**src/rtl/seven_seg_scanner_if.sv**
```systemverilog
// rtl/seven_seg_scanner_if.sv - input/output bundle between a datapath and the seven-segment scanner
interface seven_seg_scanner_if #(
    parameter int NUM_DIGITS = 4,
    parameter int IDX_W      = (NUM_DIGITS > 1) ? $clog2(NUM_DIGITS) : 1
);
    logic                    enable;
    logic                    load;
    logic [4*NUM_DIGITS-1:0] value_in;
    logic [NUM_DIGITS-1:0]   dp_in;
    logic [6:0]              seg;
    logic                    dp;
    logic [NUM_DIGITS-1:0]   an;
    logic [IDX_W-1:0]        digit_idx;
    logic                    pending;
    logic                    frame_done;

    modport master (
        output enable, load, value_in, dp_in,
        input  seg, dp, an, digit_idx, pending, frame_done
    );

    modport slave (
        input  enable, load, value_in, dp_in,
        output seg, dp, an, digit_idx, pending, frame_done
    );
endinterface

```
**src/rtl/seven_seg_scanner.sv**
```systemverilog
// rtl/seven_seg_scanner.sv - multiplexed hex display driver with frame-synchronous double buffering
// Optional macro LEADING_ZERO_BLANK_EN blanks segments of digits above the most significant non-zero nibble.
module seven_seg_scanner #(
    parameter int NUM_DIGITS     = 4,
    parameter int REFRESH_DIV    = 50000,
    parameter bit SEG_ACTIVE_LOW = 1'b1,
    parameter bit AN_ACTIVE_LOW  = 1'b1
) (
    input logic                clk,
    input logic                rst,
    seven_seg_scanner_if.slave bus
);
    localparam int IDX_W = (NUM_DIGITS > 1) ? $clog2(NUM_DIGITS) : 1;
    localparam int PS_W  = (REFRESH_DIV > 1) ? $clog2(REFRESH_DIV) : 1;
    localparam int VAL_W = 4 * NUM_DIGITS;

    localparam logic [IDX_W-1:0]      LAST_IDX = IDX_W'(NUM_DIGITS - 1);
    localparam logic [PS_W-1:0]       LAST_PS  = PS_W'(REFRESH_DIV - 1);
    localparam logic [6:0]            SEG_OFF  = {7{SEG_ACTIVE_LOW}};
    localparam logic                  DP_OFF   = SEG_ACTIVE_LOW;
    localparam logic [NUM_DIGITS-1:0] AN_OFF   = {NUM_DIGITS{AN_ACTIVE_LOW}};

    function automatic logic [6:0] hex_glyph(input logic [3:0] nib);
        logic [6:0] g;
        case (nib)
            4'h0:    g = 7'h3F;
            4'h1:    g = 7'h06;
            4'h2:    g = 7'h5B;
            4'h3:    g = 7'h4F;
            4'h4:    g = 7'h66;
            4'h5:    g = 7'h6D;
            4'h6:    g = 7'h7D;
            4'h7:    g = 7'h07;
            4'h8:    g = 7'h7F;
            4'h9:    g = 7'h6F;
            4'hA:    g = 7'h77;
            4'hB:    g = 7'h7C;
            4'hC:    g = 7'h39;
            4'hD:    g = 7'h5E;
            4'hE:    g = 7'h79;
            default: g = 7'h71;
        endcase
        return g;
    endfunction

    logic [PS_W-1:0]       ps_q, ps_d;
    logic [IDX_W-1:0]      idx_q, idx_d;
    logic [VAL_W-1:0]      disp_val_q, disp_val_d;
    logic [NUM_DIGITS-1:0] disp_dp_q, disp_dp_d;
    logic [VAL_W-1:0]      pend_val_q, pend_val_d;
    logic [NUM_DIGITS-1:0] pend_dp_q, pend_dp_d;
    logic                  pending_q, pending_d;
    logic                  frame_done_q, frame_done_d;
    logic [6:0]            seg_q, seg_d;
    logic                  dp_q, dp_d;
    logic [NUM_DIGITS-1:0] an_q, an_d;
    logic [IDX_W-1:0]      digit_idx_q, digit_idx_d;

    logic                  tick;
    logic                  boundary;
    logic [3:0]            cur_nib;
    logic                  cur_dp;
    logic [NUM_DIGITS-1:0] an_onehot;
    logic [IDX_W-1:0]      msd_idx;
    logic                  blank;
    logic [6:0]            glyph;

    // Scan timing: prescaler and digit index only move while enabled.
    always_comb begin
        tick     = bus.enable && (ps_q == LAST_PS);
        boundary = tick && (idx_q == LAST_IDX);
        ps_d     = ps_q;
        idx_d    = idx_q;
        if (bus.enable) begin
            if (tick) begin
                ps_d  = '0;
                idx_d = (idx_q == LAST_IDX) ? '0 : idx_q + 1'b1;
            end else begin
                ps_d  = ps_q + 1'b1;
            end
        end
    end

    // A load that coincides with the boundary bypasses the pending buffer entirely.
    always_comb begin
        disp_val_d = disp_val_q;
        disp_dp_d  = disp_dp_q;
        pend_val_d = pend_val_q;
        pend_dp_d  = pend_dp_q;
        pending_d  = pending_q;
        if (boundary) begin
            pending_d = 1'b0;
            if (bus.load) begin
                disp_val_d = bus.value_in;
                disp_dp_d  = bus.dp_in;
            end else if (pending_q) begin
                disp_val_d = pend_val_q;
                disp_dp_d  = pend_dp_q;
            end
        end else if (bus.load) begin
            pend_val_d = bus.value_in;
            pend_dp_d  = bus.dp_in;
            pending_d  = 1'b1;
        end
        frame_done_d = boundary;
    end

    always_comb begin
        cur_nib   = '0;
        cur_dp    = 1'b0;
        an_onehot = '0;
        for (int k = 0; k < NUM_DIGITS; k++) begin
            if (idx_q == IDX_W'(k)) begin
                cur_nib      = disp_val_q[4*k +: 4];
                cur_dp       = disp_dp_q[k];
                an_onehot[k] = 1'b1;
            end
        end
    end

    // Digit 0 is never above the most significant digit, so an all-zero value still shows "0".
    always_comb begin
        msd_idx = '0;
`ifdef LEADING_ZERO_BLANK_EN
        for (int k = 1; k < NUM_DIGITS; k++) begin
            if (disp_val_q[4*k +: 4] != 4'h0) begin
                msd_idx = IDX_W'(k);
            end
        end
        blank = (idx_q > msd_idx);
`else
        blank = 1'b0;
`endif
    end

    always_comb begin
        glyph       = hex_glyph(cur_nib);
        seg_d       = SEG_OFF;
        dp_d        = DP_OFF;
        an_d        = AN_OFF;
        digit_idx_d = idx_q;
        if (bus.enable) begin
            seg_d = blank ? SEG_OFF : (SEG_ACTIVE_LOW ? ~glyph : glyph);
            dp_d  = SEG_ACTIVE_LOW ? ~cur_dp : cur_dp;
            an_d  = AN_ACTIVE_LOW ? ~an_onehot : an_onehot;
        end
    end

    always_ff @(posedge clk) begin
        if (rst) begin
            ps_q         <= '0;
            idx_q        <= '0;
            disp_val_q   <= '0;
            disp_dp_q    <= '0;
            pend_val_q   <= '0;
            pend_dp_q    <= '0;
            pending_q    <= 1'b0;
            frame_done_q <= 1'b0;
            seg_q        <= SEG_OFF;
            dp_q         <= DP_OFF;
            an_q         <= AN_OFF;
            digit_idx_q  <= '0;
        end else begin
            ps_q         <= ps_d;
            idx_q        <= idx_d;
            disp_val_q   <= disp_val_d;
            disp_dp_q    <= disp_dp_d;
            pend_val_q   <= pend_val_d;
            pend_dp_q    <= pend_dp_d;
            pending_q    <= pending_d;
            frame_done_q <= frame_done_d;
            seg_q        <= seg_d;
            dp_q         <= dp_d;
            an_q         <= an_d;
            digit_idx_q  <= digit_idx_d;
        end
    end

    assign bus.seg        = seg_q;
    assign bus.dp         = dp_q;
    assign bus.an         = an_q;
    assign bus.digit_idx  = digit_idx_q;
    assign bus.pending    = pending_q;
    assign bus.frame_done = frame_done_q;
endmodule
```
**src/flat_wrapper.sv**
```systemverilog
// flat-port wrapper written by rule: the top's interface ports become plain ports
module seven_seg_scanner_flat 
#(
    parameter int NUM_DIGITS     = 4,
    parameter int REFRESH_DIV    = 50000,
    parameter bit SEG_ACTIVE_LOW = 1'b1,
    parameter bit AN_ACTIVE_LOW  = 1'b1
)
  (clk, rst, bus_enable, bus_load, bus_value_in, bus_dp_in, bus_seg, bus_dp, bus_an, bus_digit_idx, bus_pending, bus_frame_done);
  seven_seg_scanner_if #(.NUM_DIGITS(NUM_DIGITS)) bus_i ();
  input logic clk;
  input logic rst;
  input wire logic [$bits(bus_i.enable)-1:0] bus_enable;
  input wire logic [$bits(bus_i.load)-1:0] bus_load;
  input wire logic [$bits(bus_i.value_in)-1:0] bus_value_in;
  input wire logic [$bits(bus_i.dp_in)-1:0] bus_dp_in;
  output wire logic [$bits(bus_i.seg)-1:0] bus_seg;
  output wire logic [$bits(bus_i.dp)-1:0] bus_dp;
  output wire logic [$bits(bus_i.an)-1:0] bus_an;
  output wire logic [$bits(bus_i.digit_idx)-1:0] bus_digit_idx;
  output wire logic [$bits(bus_i.pending)-1:0] bus_pending;
  output wire logic [$bits(bus_i.frame_done)-1:0] bus_frame_done;
  assign bus_i.enable = bus_enable;
  assign bus_i.load = bus_load;
  assign bus_i.value_in = bus_value_in;
  assign bus_i.dp_in = bus_dp_in;
  assign bus_seg = bus_i.seg;
  assign bus_dp = bus_i.dp;
  assign bus_an = bus_i.an;
  assign bus_digit_idx = bus_i.digit_idx;
  assign bus_pending = bus_i.pending;
  assign bus_frame_done = bus_i.frame_done;
  seven_seg_scanner #(.NUM_DIGITS(NUM_DIGITS), .REFRESH_DIV(REFRESH_DIV), .SEG_ACTIVE_LOW(SEG_ACTIVE_LOW), .AN_ACTIVE_LOW(AN_ACTIVE_LOW)) u_core (.clk(clk), .rst(rst), .bus(bus_i));
endmodule
```
**config.mk**
```make
export PLATFORM = sky130hd
export DESIGN_NAME = seven_seg_scanner_flat
export DESIGN_NICKNAME = d
export VERILOG_FILES = /design/src/rtl/seven_seg_scanner_if.sv /design/src/rtl/seven_seg_scanner.sv /design/src/flat_wrapper.sv
export SDC_FILE = /design/constraint.sdc
export NUM_CORES = 1
export LEC_CHECK = 0
export CELL_PAD_IN_SITES_DETAIL_PLACEMENT = 1
export CELL_PAD_IN_SITES_GLOBAL_PLACEMENT = 2
export CORE_MARGIN = 2
export CORE_UTILIZATION = 30
export CTS_BUF_LIST = sky130_fd_sc_hd__clkbuf_4 sky130_fd_sc_hd__clkbuf_8
export DETAILED_ROUTE_END_ITERATION = 8
export GPL_TIMING_DRIVEN = 0
export PLACE_DENSITY_LB_ADDON = 0.25
export SETUP_SLACK_MARGIN = 0.3
export SYNTH_ARGS = -nofsm -noshare
export SYNTH_HDL_FRONTEND = slang
export SYNTH_SLANG_ARGS = --single-unit
```
**constraint.sdc**
```tcl
create_clock -name clk -period 2.7 [get_ports clk]
set_input_delay 0.81 -clock clk [delete_from_list [all_inputs] [get_ports clk]]
set_output_delay 0.81 -clock clk [all_outputs]
set_load 0.01 [all_outputs]
```
**Word level (Yosys, flattened, before mapping)**

Memory sizes are Yosys's and may differ from the RTL's.
Index checks and enable logic that the tools add are counted.

- Register bits: 74
- Bits in read-only memories: 112
- Input port bits: 24
- Output and inout bits: 16
- Logic and storage cells: 51
- Memories kept: 1

- Add/subtract/negate cells: 2
- Equal/unequal tests: 4
- Multiplexer cells: 18
- Bitwise operators: 5
- Reductions and logical operators: 9

Memory list:

| name | depth | bits a word | read ports | clocked after Yosys merged registers in | write ports | line | RTL |
|---|---|---|---|---|---|---|---|
| (name not given) | 16 | 7 | 1 | 0 | 0 | seven_seg_scanner.sv:25 | `case (nib)` |

Operators with widths:

| operator | count |
|---|---|
| 16-bit two-way mux | 3 |
| 4-bit two-way mux | 6 |
| 16-bit by 1-bit adder with 16-bit output (second input constant) | 1 |
| 16-bit equality test (second input constant) | 1 |
| 1-bit two-way mux | 8 |
| 7-bit NOT | 1 |
| 2-bit AND reduction | 3 |
| 2-bit equality test (second input constant) | 2 |
| 4-bit NOT | 1 |
| 2-bit OR reduction | 2 |
| 1-bit NOT | 3 |
| 2-bit by 1-bit adder with 2-bit output (second input constant) | 1 |
| 2-bit by 1-bit equality test with 1-bit output (second input constant) | 1 |
| 1-bit logical AND | 2 |
| 2-bit zero test | 1 |
| 2-bit two-way mux | 1 |
| 2-bit nonzero test | 1 |

**Depth between registers and ports, before layout**

Gate-level depths: netlist of the first run.
An unclocked memory read counts as a cell.

- Depth after elaboration: 7
- Gate-level depth with buffers: 11
- Mapped depth without buffers: 10

**Least setup slack after synthesis of the first run**

OpenSTA, ideal clock, no wires.

- Path type: flip-flop to flip-flop
- Start point: register u_core.idx_q[0] (netlist: u_core.digit_idx_d[0])
- End point: register u_core.seg_q[3] (netlist: u_core.bus.seg[3])
- Library setup time: 0.142 ns
- Arrival time: 2.292 ns
- Required time: 2.558 ns
- Setup slack: 0.266 ns
- Stages on the path, launching flop included: 10
- Path buffers: 1
- Period minus slack after synthesis: 2.434 ns
- Path through: dfxtp_1 -> ha_1 -> clkbuf_1 -> inv_1 -> o211ai_1 -> inv_1 -> ha_1 -> and2_1 -> a2111oi_0 -> a31oi_1

- Cells in the longest elaborated chain, start to end: 7

RTL lines:

| what | line | RTL |
|---|---|---|
| start, declared | seven_seg_scanner.sv:47 | `logic [IDX_W-1:0] idx_q, idx_d;` |
| start signal, assigned | seven_seg_scanner.sv:165 | `idx_q <= idx_d;` |
| 2-bit zero test | seven_seg_scanner.sv:113 | `if (idx_q == IDX_W'(k)) begin` |
| 4-bit two-way mux (3 in series) | seven_seg_scanner.sv:113 |  |
| 4-bit two-way mux (*) | seven_seg_scanner.sv:113 |  |
| memory read 16 x 7 bit (*) | -- |  |
| 7-bit NOT (*) | seven_seg_scanner.sv:143 | `seg_d = blank ? SEG_OFF : (SEG_ACTIVE_LOW ? ~glyph : glyph);` |
| end signal, assigned | seven_seg_scanner.sv:172 | `seg_q <= seg_d;` |
| end, declared | seven_seg_scanner.sv:54 | `logic [6:0] seg_q, seg_d;` |

Every way passes the cells marked *; elsewhere a longest branch is shown, timed or not.
A chain may end at the register's enable or synchronous reset.

**Worst setup path in the final report of the first run**

- Start point: register u_core.ps_q[13]
- End point: register u_core.pend_val_q[9]

- Cells in the longest elaborated chain, start to end: 5

RTL lines:

| what | line | RTL |
|---|---|---|
| start, declared | seven_seg_scanner.sv:46 | `logic [PS_W-1:0] ps_q, ps_d;` |
| start signal, assigned | seven_seg_scanner.sv:164 | `ps_q <= ps_d;` |
| 16-bit equality test | seven_seg_scanner.sv:70 | `tick = bus.enable && (ps_q == LAST_PS);` |
| 1-bit logical AND | seven_seg_scanner.sv:70 |  |
| 1-bit logical AND | seven_seg_scanner.sv:71 | `boundary = tick && (idx_q == LAST_IDX);` |
| 1-bit NOT (no line) | -- |  |
| 2-bit AND reduction (no line) | -- |  |
| end signal, assigned | seven_seg_scanner.sv:168 | `pend_val_q <= pend_val_d;` |
| end, declared | seven_seg_scanner.sv:50 | `logic [VAL_W-1:0] pend_val_q, pend_val_d;` |

Every way passes these cells.

==> results.yml, run 1 <==
place:
  place_area_mm2: 0.00392
  dp_cells: 526
  portBuffers: 37
  hpwl_um: 6180
  gp_congestion: 0.765
routing:
  drcViolationCount: 0
  drt-vias-per-instance: 4.83
  num_vias: 2685
  antenna_left: 0
  routed_wl_um: 9050
  drt_iter0_markers: 80
  first_pass_iters: 4
  wire_per_inst_um: 16.3
timing:
  max_freq_mhz: 425
  setup_viol: 0
  rsz0062_at_grt: "yes"
  hold_viol_final: 0
  slew_headroom_pct: 42.4
  post-route-min-period_ps: 2350
  tightestPinTransition_ps: 863
  skew_ps: 11.1
  post-route-period-util_pct: 87.2
  slew_viol_final: 0
clocking:
  path_clk_slew_ps: 80
  clock_latency_ps: 360
  cts_sinks: 74
  cts_buffers: 9
  cts_buffer_depth: 2
  h-tree-depth: 3
  cts_tree: "built"
  clockRootBuffer: "clkbuf_8"
power_and_ir_drop:
  leakage_nw: 1.66
  vdd_drop_max_v: 0.000174
  power.density_mw_per_mm2: 510
  fin_total_pwr_mw: 2.23
cells_and_area:
  final_area_mm2: 0.00436
  nets: 447
  final_util_pct: 40.1
  areaGrowthSynthToFinish_pct: 29.4
  n_fill_cell: 1257
  drive_gt1_share_pct: 20.2
  finalNonFillerCells: 556
  diodes: 0
floorplanning:
  core_area_mm2: 0.0109
  dieWidth_um: 110
  die_area_mm2: 0.0121
  ios: 40
  start_util_pct: 31.0
  die_h_um: 110
  rows: 38
setup_path:
  path_max_fanout: 5
  critPathRequiredTime_ps: 2930
  critPathCaptureType: "flop"
  worstSetupPathType: "flop to flop"
  worst_ep_arrival_time_ps: 2580
  worstSetupStartpointType: "flop"
synthesis:
  synth_edf_count: 0
  ys_seq_area_share_pct: 43.9
  syn_area_per_cell_um2: 9.66
  netlist_area_mm2: 0.00337
  synthCells: 349
  synth.net_count: 385
  ys_seq_elements: 74
  yosys_warnings: 0
  synth_cell_types: 42
  synth_flop_cell: "dfxtp_1"
  synthArstFlopShare_pct: 0
run:
  maxCapViolations: 0
global_route:
  antenna_found_initial: 0
  grtUsageTotal_pct: 15.8
  overflow: 0
  grt_pass1_wl_um: 14400
  grt_pass1_vias: 2727
  grt_max_degree: 12
worst_hold_path:
  hold_class: "flop to flop"
run_status:
  status: "finished, final reports clean"
-- power breakdown --
part / total [mW] / switching [mW] / internal (mW)
Combinational: 0.177 / 0.0914 / 0.0858
Clock: 0.922 / 0.414 / 0.508
Sequential: 1.13 / 0.0125 / 1.11
Total: 2.23 / 0.518 / 1.71
-- cell usage in the layout (no fill, tap or decap), types with 4 or more instances in the layout --
cell	Yosys	final
clkbuf_1	14	10
xnor2_1	5	5
ha_1	12	10
buf_6	0	4
clkdlybuf4s50_1	0	36
inv_1	10	8
xor2_1	7	7
nand3b_1	4	4
buf_4	4	18
o21ai_0	8	7
nor2_1	63	63
mux2i_1	45	43
a21oi_1	11	11
a211oi_2	20	20
nand2_1	18	18
dfxtp_1	74	69
a211oi_1	4	4
clkbuf_8	0	11
nand3_1	6	6
-- what timing repair did --
item | in CTS | in global routing
pin swaps | 4 | 5
endpoints found under the setup margin | 64 | 46
hold endpoints to repair | 0 | 0
gates resized for setup | 21 | 28
gates cloned | 0 | 2
hold buffers | 0 | 0
setup buffers | 4 | 8
-- worst paths after layout --
path	startpoint	endpoint	slack, ps	cells past startpoint
setup reg to reg	u_core.ps_q[13]$_SDFFE_PP0P_	u_core.pend_val_q[9]$_SDFFE_PP0P_	350	6
hold / removal	u_core.ps_q[1]$_SDFFE_PP0P_	u_core.ps_q[1]$_SDFFE_PP0P_	490	2
setup / recovery	u_core.ps_q[13]$_SDFFE_PP0P_	u_core.pend_val_q[9]$_SDFFE_PP0P_	350	6
hold reg to reg	u_core.ps_q[1]$_SDFFE_PP0P_	u_core.ps_q[1]$_SDFFE_PP0P_	490	2
-- layer usage --
layer / vias to the layer above / routed length, um / track usage [%]
met5: - / 0 / 0
met4: 0 / 94 / 4.61
met3: 8 / 286 / 4.12
met2: 34 / 4150 / 25.2
met1: 1301 / 4530 / 21.0
li1: 1342 / - / -
-- sequential cells by signal, indices dropped and copies added, names as in the netlist --
| name | cells |
|---|---|
| u_core.disp_val_q | 16 |
| u_core.bus.seg | 7 |
| u_core.bus.pending | 1 |
| u_core.pend_val_q | 16 |
| u_core.pend_dp_q | 4 |
| u_core.disp_dp_q | 4 |
| u_core.bus.an | 4 |
| u_core.bus.digit_idx | 2 |
| u_core.bus.frame_done | 1 |
| u_core.ps_q | 16 |
| u_core.digit_idx_d | 2 |
| u_core.bus.dp | 1 |
-- kinds of logic after synthesis --
logic type                 share of synthesized area, %
muxes                                              13.7
and+or+nand+nor                                    16.8
AOI/OAI and AO/OA                                  14.0
xor gates and xnor gates                           3.12
DFF                                                43.9
adders and majority gates                          4.45
buffers and inverters                              4.01
-- cells in the mapped netlist, drive strengths merged (3+ instances only) --
library cell  instances  share of area [%]
o21ai                 9                1.3
inv                  10                1.1
clkbuf               14                1.6
mux2i                45                 13
xnor2                 5                1.3
a211oi               24                8.3
xor2                  7                1.8
nor3b                 3               0.67
nand4                 3               0.56
nor3                  4               0.74
buf                   7                1.3
or3                   3               0.56
and3                  3               0.56
nand3b                4               0.89
ha                   12                4.5
nand2                18                2.0
a21oi                11                1.6
dfxtp                74                 44
nor2                 63                7.0
nand3                 6               0.89
-- cell type report --
type                       count  area [um2]  share of cell area, %
clock buffer                  14         174                   3.99
multi-input combinational    244        1840                   42.1
inverter                      10        41.3                  0.947
sequential                    74        1500                   34.3
tap                          140         175                   4.02
buffer                        21         130                   2.98
clock inverter                 2        35.0                  0.803
timing repair buffer          51         474                   10.9
-- through the flow --
step           setup TNS, ps  setup slack (ps)  hold slack (ps)
2_1_floorplan              0               331              456
3_3_place_gp          -26100              -575              472
3_5_place_dp          -27830              -589              486
4_1_cts                    0               310              498
5_1_grt                    0               274              531
6_report                   0               347              494
-- worst max-delay path: stages (launching register included) --
cell and delay (ps):
dfxtp_2 340, or4bb_4 560, or4_4 600, o21ai_4 240, buf_4 220, mux2i_1 210, nor2_1 50
No activity file was read; power rests on OpenSTA's default activity.
==> run 2, diff against run 1 <==
- SKIP_CTS_REPAIR_TIMING: default -> 1
- clock period: 2.7 -> 2.97 ns (I/O delays scaled with it)
==> run 2 against run 1 <==
Critical path depth up 4; wire length down 6.6%; sequential power down 9%; setup slack worse by 62 ps; final cell count down 1.6%; global-route usage down 0.62 points; flip-flop and latch count unchanged; maximum frequency down 12%.
==> results.yml, run 2 (synthesis results as in run 1) <==
cells_and_area:
  drive_gt1_share_pct: 14.7
  nets: 438
  finalNonFillerCells: 547
  top_regs: "u_core.disp_val_q (16), u_core.pend_val_q (16), u_core.ps_q (16)"
  diodes: 0
  mostFrequentLayoutCell: "dfxtp_1"
  areaGrowthSynthToFinish_pct: 26.0
  final_cell_mix: "dfxtp_1 (74), nor2_1 (63), mux2i_1 (45)"
timing:
  skew_ps: 11.6
  hold_viol_final: 0
  slew_headroom_pct: 46.5
  slew_viol_final: 0
  max_freq_mhz: 372
  post-route-min-period_ps: 2690
  tightestPinTransition_ps: 803
  setup_viol: 0
  holdWs_ps: 500
  post-route-period-util_pct: 90.4
  rsz0062_at_grt: "yes"
clocking:
  cts_sinks: 74
  path_clk_slew_ps: 80
  cts_tree: "built"
  cts_buffer_depth: 2
  cts_buffers: 9
  clockRootBuffer: "clkbuf_8"
  h-tree-depth: 3
  clock_latency_ps: 360
global_route:
  grtUsageTotal_pct: 15.2
  overflow: 0
  grt_pass1_vias: 2720
  grt_pass1_wl_um: 13700
  grt_max_degree: 14
  antenna_found_initial: 0
place:
  portBuffers: 37
  gp_congestion: 0.734
  dp_cells: 526
  hpwl_um: 6150
power_and_ir_drop:
  power.density_mw_per_mm2: 509
  vdd_drop_max_v: 0.000383
  leakage_nw: 1.60
routing:
  drt-vias-per-instance: 4.86
  wire_per_inst_um: 15.5
  first_pass_iters: 4
  routed_wl_um: 8460
  drcViolationCount: 0
  drt_iter0_markers: 73
  antenna_left: 0
  num_vias: 2656
floorplanning:
  die_h_um: 110
  ios: 40
  core_area_mm2: 0.0109
  rows: 38
  die_area_mm2: 0.0121
  dieWidth_um: 110
  start_util_pct: 31.0
worst_hold_path:
  hold_class: "flop to flop"
setup_path:
  path_max_fanout: 10
  worstSetupStartpointType: "flop"
  worst_ep_arrival_time_ps: 2880
  worstSetupPathType: "flop to flop"
  critPathRequiredTime_ps: 3160
  critPathCaptureType: "flop"
run:
  maxCapViolations: 0
run_status:
  status: "finished, final reports clean"
==> run 2: changes by cell type in the layout (fill, tap and decap cells not counted), sizes merged <==
cell / delta
buf: -14
dlymetal6s2s: +1
clkdlybuf4s15: -1
inv: +2
clkinvlp: -1
clkbuf: +1
bufinv: +2
clkinv: +1
==> run 2: report_power, final <==
| part | internal, mW | leakage [nW] | total (mW) | switching, mW |
|---|---|---|---|---|
| clock network | 0.584 | 0.127 | 0.982 | 0.398 |
| logic | 0.0749 | 0.874 | 0.154 | 0.0791 |
| registers | 1.02 | 0.603 | 1.03 | 0.0115 |
| total | 1.67 | 1.60 | 2.16 | 0.489 |
==> run 2: routing by layer <==
layer / vias to the layer above / share of wire (%) / GRT usage (%)
li1: 1320 / - / -
met1: 1288 / 48 / 19.6
met2: 39 / 47 / 24.5
met3: 9 / 3.3 / 3.82
met4: 0 / 1.4 / 5.33
met5: - / 0 / 0
==> run 2: worst paths after layout <==
| check | startpoint | endpoint | slack, ps | cells after the start |
|---|---|---|---|---|
| max | u_core.digit_idx_d[0]$_SDFFE_PP0P_ | u_core.bus.seg[3]$_SDFF_PP1_ | 280 | 10 |
| min | u_core.ps_q[1]$_SDFFE_PP0P_ | u_core.ps_q[1]$_SDFFE_PP0P_ | 500 | 2 |
| max reg2reg | u_core.digit_idx_d[0]$_SDFFE_PP0P_ | u_core.bus.seg[3]$_SDFF_PP1_ | 280 | 10 |
| min reg2reg | u_core.ps_q[1]$_SDFFE_PP0P_ | u_core.ps_q[1]$_SDFFE_PP0P_ | 500 | 2 |
==> run 2: worst max-delay path, stage by stage, from the launching register on <==
cell	delay, ps
dfxtp_1	390
ha_1	300
clkbuf_2	310
inv_1	180
o211ai_1	210
buf_4	160
inv_1	70
ha_1	250
and2_1	150
a2111oi_1	410
a31oi_1	90
==> run 2: final cells by class <==
type	instances	area, um2
fillers	1265	6640
multi-input cells	244	1780
flip-flops and latches	74	1480
repair buffers	42	410
well taps	140	175
clock buffers	10	138
plain buffers	21	115
clock inverters	6	113
inverters	10	37.5
==> run 2: stage by stage <==
stage / TNS, ps / setup WS [ps] / utilization [%] / total power, mW / instance area [um2]
after detailed placement: -17840 / -389 / 36.0 / 1.21 / 3920
after global routing: 0 / 28.1 / 39.0 / 2.24 / 4250
final: 0 / 285 / 39.0 / 2.16 / 4250
after CTS: -329 / -329 / 38.3 / 2.20 / 4170
after floorplan: 0 / 536 / - / 1.13 / 3370
after global placement: -16160 / -351 / 36.0 / 1.20 / 3920
==> run 3, diff against run 2 <==
--- a/config.mk
+++ b/config.mk
@@ -14,5 +14,5 @@
 export GPL_TIMING_DRIVEN = 0
 export PLACE_DENSITY_LB_ADDON = 0.25
-export SETUP_SLACK_MARGIN = 0.3
+export SETUP_SLACK_MARGIN = 0.02
 export SKIP_CTS_REPAIR_TIMING = 1
 export SYNTH_ARGS = -nofsm -noshare
==> constraint.sdc (replaced) <==
create_clock -name clk -period 2.97 [get_ports clk]
set_input_delay 0.297 -clock clk [delete_from_list [all_inputs] [get_ports clk]]
set_output_delay 0.297 -clock clk [all_outputs]
set_load 0.01 [all_outputs]
==> run 3 against run 2 <==
Final cell count down 0.55%; sequential power hardly changed; utilization shrank 0.48 points; critical path type unchanged.
==> results.yml, run 3 (synthesis results as in run 1) <==
power_and_ir_drop:
  vdd_drop_max_v: 0.000383
  leakage_nw: 1.58
  power.density_mw_per_mm2: 515
floorplanning:
  core_area_mm2: 0.0109
  start_util_pct: 31.0
  die_h_um: 110
  die_area_mm2: 0.0121
  rows: 38
  dieWidth_um: 110
  ios: 40
routing:
  first_pass_iters: 4
  drt-vias-per-instance: 4.88
  top_layer: "met4"
  drt_iter0_markers: 96
  dr_wl_met3_um: 289
  drcViolationCount: 0
  wl_met2_um: 3920
  antenna_left: 0
  wire_per_inst_um: 15.4
  routed_wl_um: 8370
  wl_met1_um: 4030
  num_vias: 2652
global_route:
  antenna_found_initial: 0
  grt_pass1_vias: 2720
  grt_pass1_wl_um: 13700
  grtUsageTotal_pct: 15.2
  overflow: 0
  grt_max_degree: 14
setup_path:
  cp_slowest_cell: "a2111oi_1"
  worst_ep_arrival_time_ps: 2840
  crit_family: "compound AO/OA/AOI/OAI gates"
  path_max_fanout: 10
  path_buf_inv: 4
  worstSetupStartpointType: "flop"
  critPathRequiredTime_ps: 3170
  max_stage_delay_ps: 410
  path_cells: "inv_1 -> ha_1 -> clkbuf_2 -> a211oi_1 -> o21ai_0 -> o211ai_1 -> buf_4 -> inv_1 -> ha_1 -> and2_1 -> a2111oi_1 -> a31oi_1"
  worstSetupPathType: "flop to flop"
  critPathCaptureType: "flop"
clocking:
  clock_latency_ps: 360
  cts_tree: "built"
  cts_buffer_depth: 2
  cts_sinks: 74
  clockRootBuffer: "clkbuf_8"
  h-tree-depth: 3
  path_clk_slew_ps: 80
  cts_buffers: 9
timing:
  post-route-period-util_pct: 89.1
  slew_viol_final: 0
  post-route-min-period_ps: 2650
  skew_ps: 10.4
  holdWs_ps: 392
  slew_headroom_pct: 46.0
  tightestPinTransition_ps: 803
  rsz0062_at_grt: "no"
  setup_ws_ps: 324
  max_freq_mhz: 378
  hold_viol_final: 0
  setup_viol: 0
  setup_tns_ps: 0
place:
  portBuffers: 37
  hpwl_um: 6150
  gp_congestion: 0.734
  place_area_mm2: 0.00392
  pre_cts_slack_ps: -289
cells_and_area:
  mostFrequentLayoutCell: "dfxtp_1"
  final_util_pct: 38.5
  top_regs: "u_core.disp_val_q (16), u_core.pend_val_q (16), u_core.ps_q (16)"
  diodes: 0
  final_cell_mix: "dfxtp_1 (74), nor2_1 (63), mux2i_1 (45)"
  areaGrowthSynthToFinish_pct: 24.4
  drive_gt1_share_pct: 13.1
  final_area_mm2: 0.00419
  nets: 435
run_status:
  status: "finished, final reports clean"
run:
  maxCapViolations: 0
worst_hold_path:
  hold_class: "input port to flop"
-- run 3: area by class of cell --
cell class | instances | area [um2]
buffer | 20 | 96.3
clock buffer | 10 | 138
clock inverter | 6 | 113
fill | 1264 | 6690
inverter | 10 | 37.5
multi-input combinational | 244 | 1760
sequential | 74 | 1480
tap | 140 | 175
timing repair buffer | 40 | 393
-- run 3: worst paths after layout --
kind	depth (start not counted)	from	slack (ps)	endpoint
worst max register to register	12	u_core.digit_idx_d[1]$_SDFFE_PP0P_	320	u_core.bus.seg[3]$_SDFF_PP1_
worst min-delay path	3	bus_load	390	u_core.bus.pending$_SDFFE_PP0P_
worst min register to register	2	u_core.ps_q[1]$_SDFFE_PP0P_	500	u_core.ps_q[1]$_SDFFE_PP0P_
worst max-delay path	12	u_core.digit_idx_d[1]$_SDFFE_PP0P_	320	u_core.bus.seg[3]$_SDFF_PP1_
-- run 3: worst reg2reg max path, cell delays in order (launching register included) --
cell	delay [ps]
dfxtp_1	380
inv_1	90
ha_1	200
clkbuf_2	200
a211oi_1	240
o21ai_0	130
o211ai_1	110
buf_4	160
inv_1	70
ha_1	250
and2_1	150
a2111oi_1	410
a31oi_1	90
-- run 3: metrics by stage --
step                total power [mW]  cells
detailed placement              1.21    526
global route                    2.24    544
CTS                             2.20    542
global placement                1.20    526
finish                          2.16    544
floorplan                       1.13    349
-- run 3: power by group --
group / switching [mW] / internal, mW
clock network: 0.397 / 0.584
registers: 0.0114 / 1.02
logic: 0.0787 / 0.0740
total: 0.487 / 1.67
-- run 3: routing by layer --
| metal | vias up | global-route usage (%) |
|---|---|---|
| met4 | 0 | 5.33 |
| li1 | 1317 | - |
| met2 | 37 | 24.5 |
| met5 | - | 0 |
| met1 | 1288 | 19.6 |
| met3 | 10 | 3.82 |
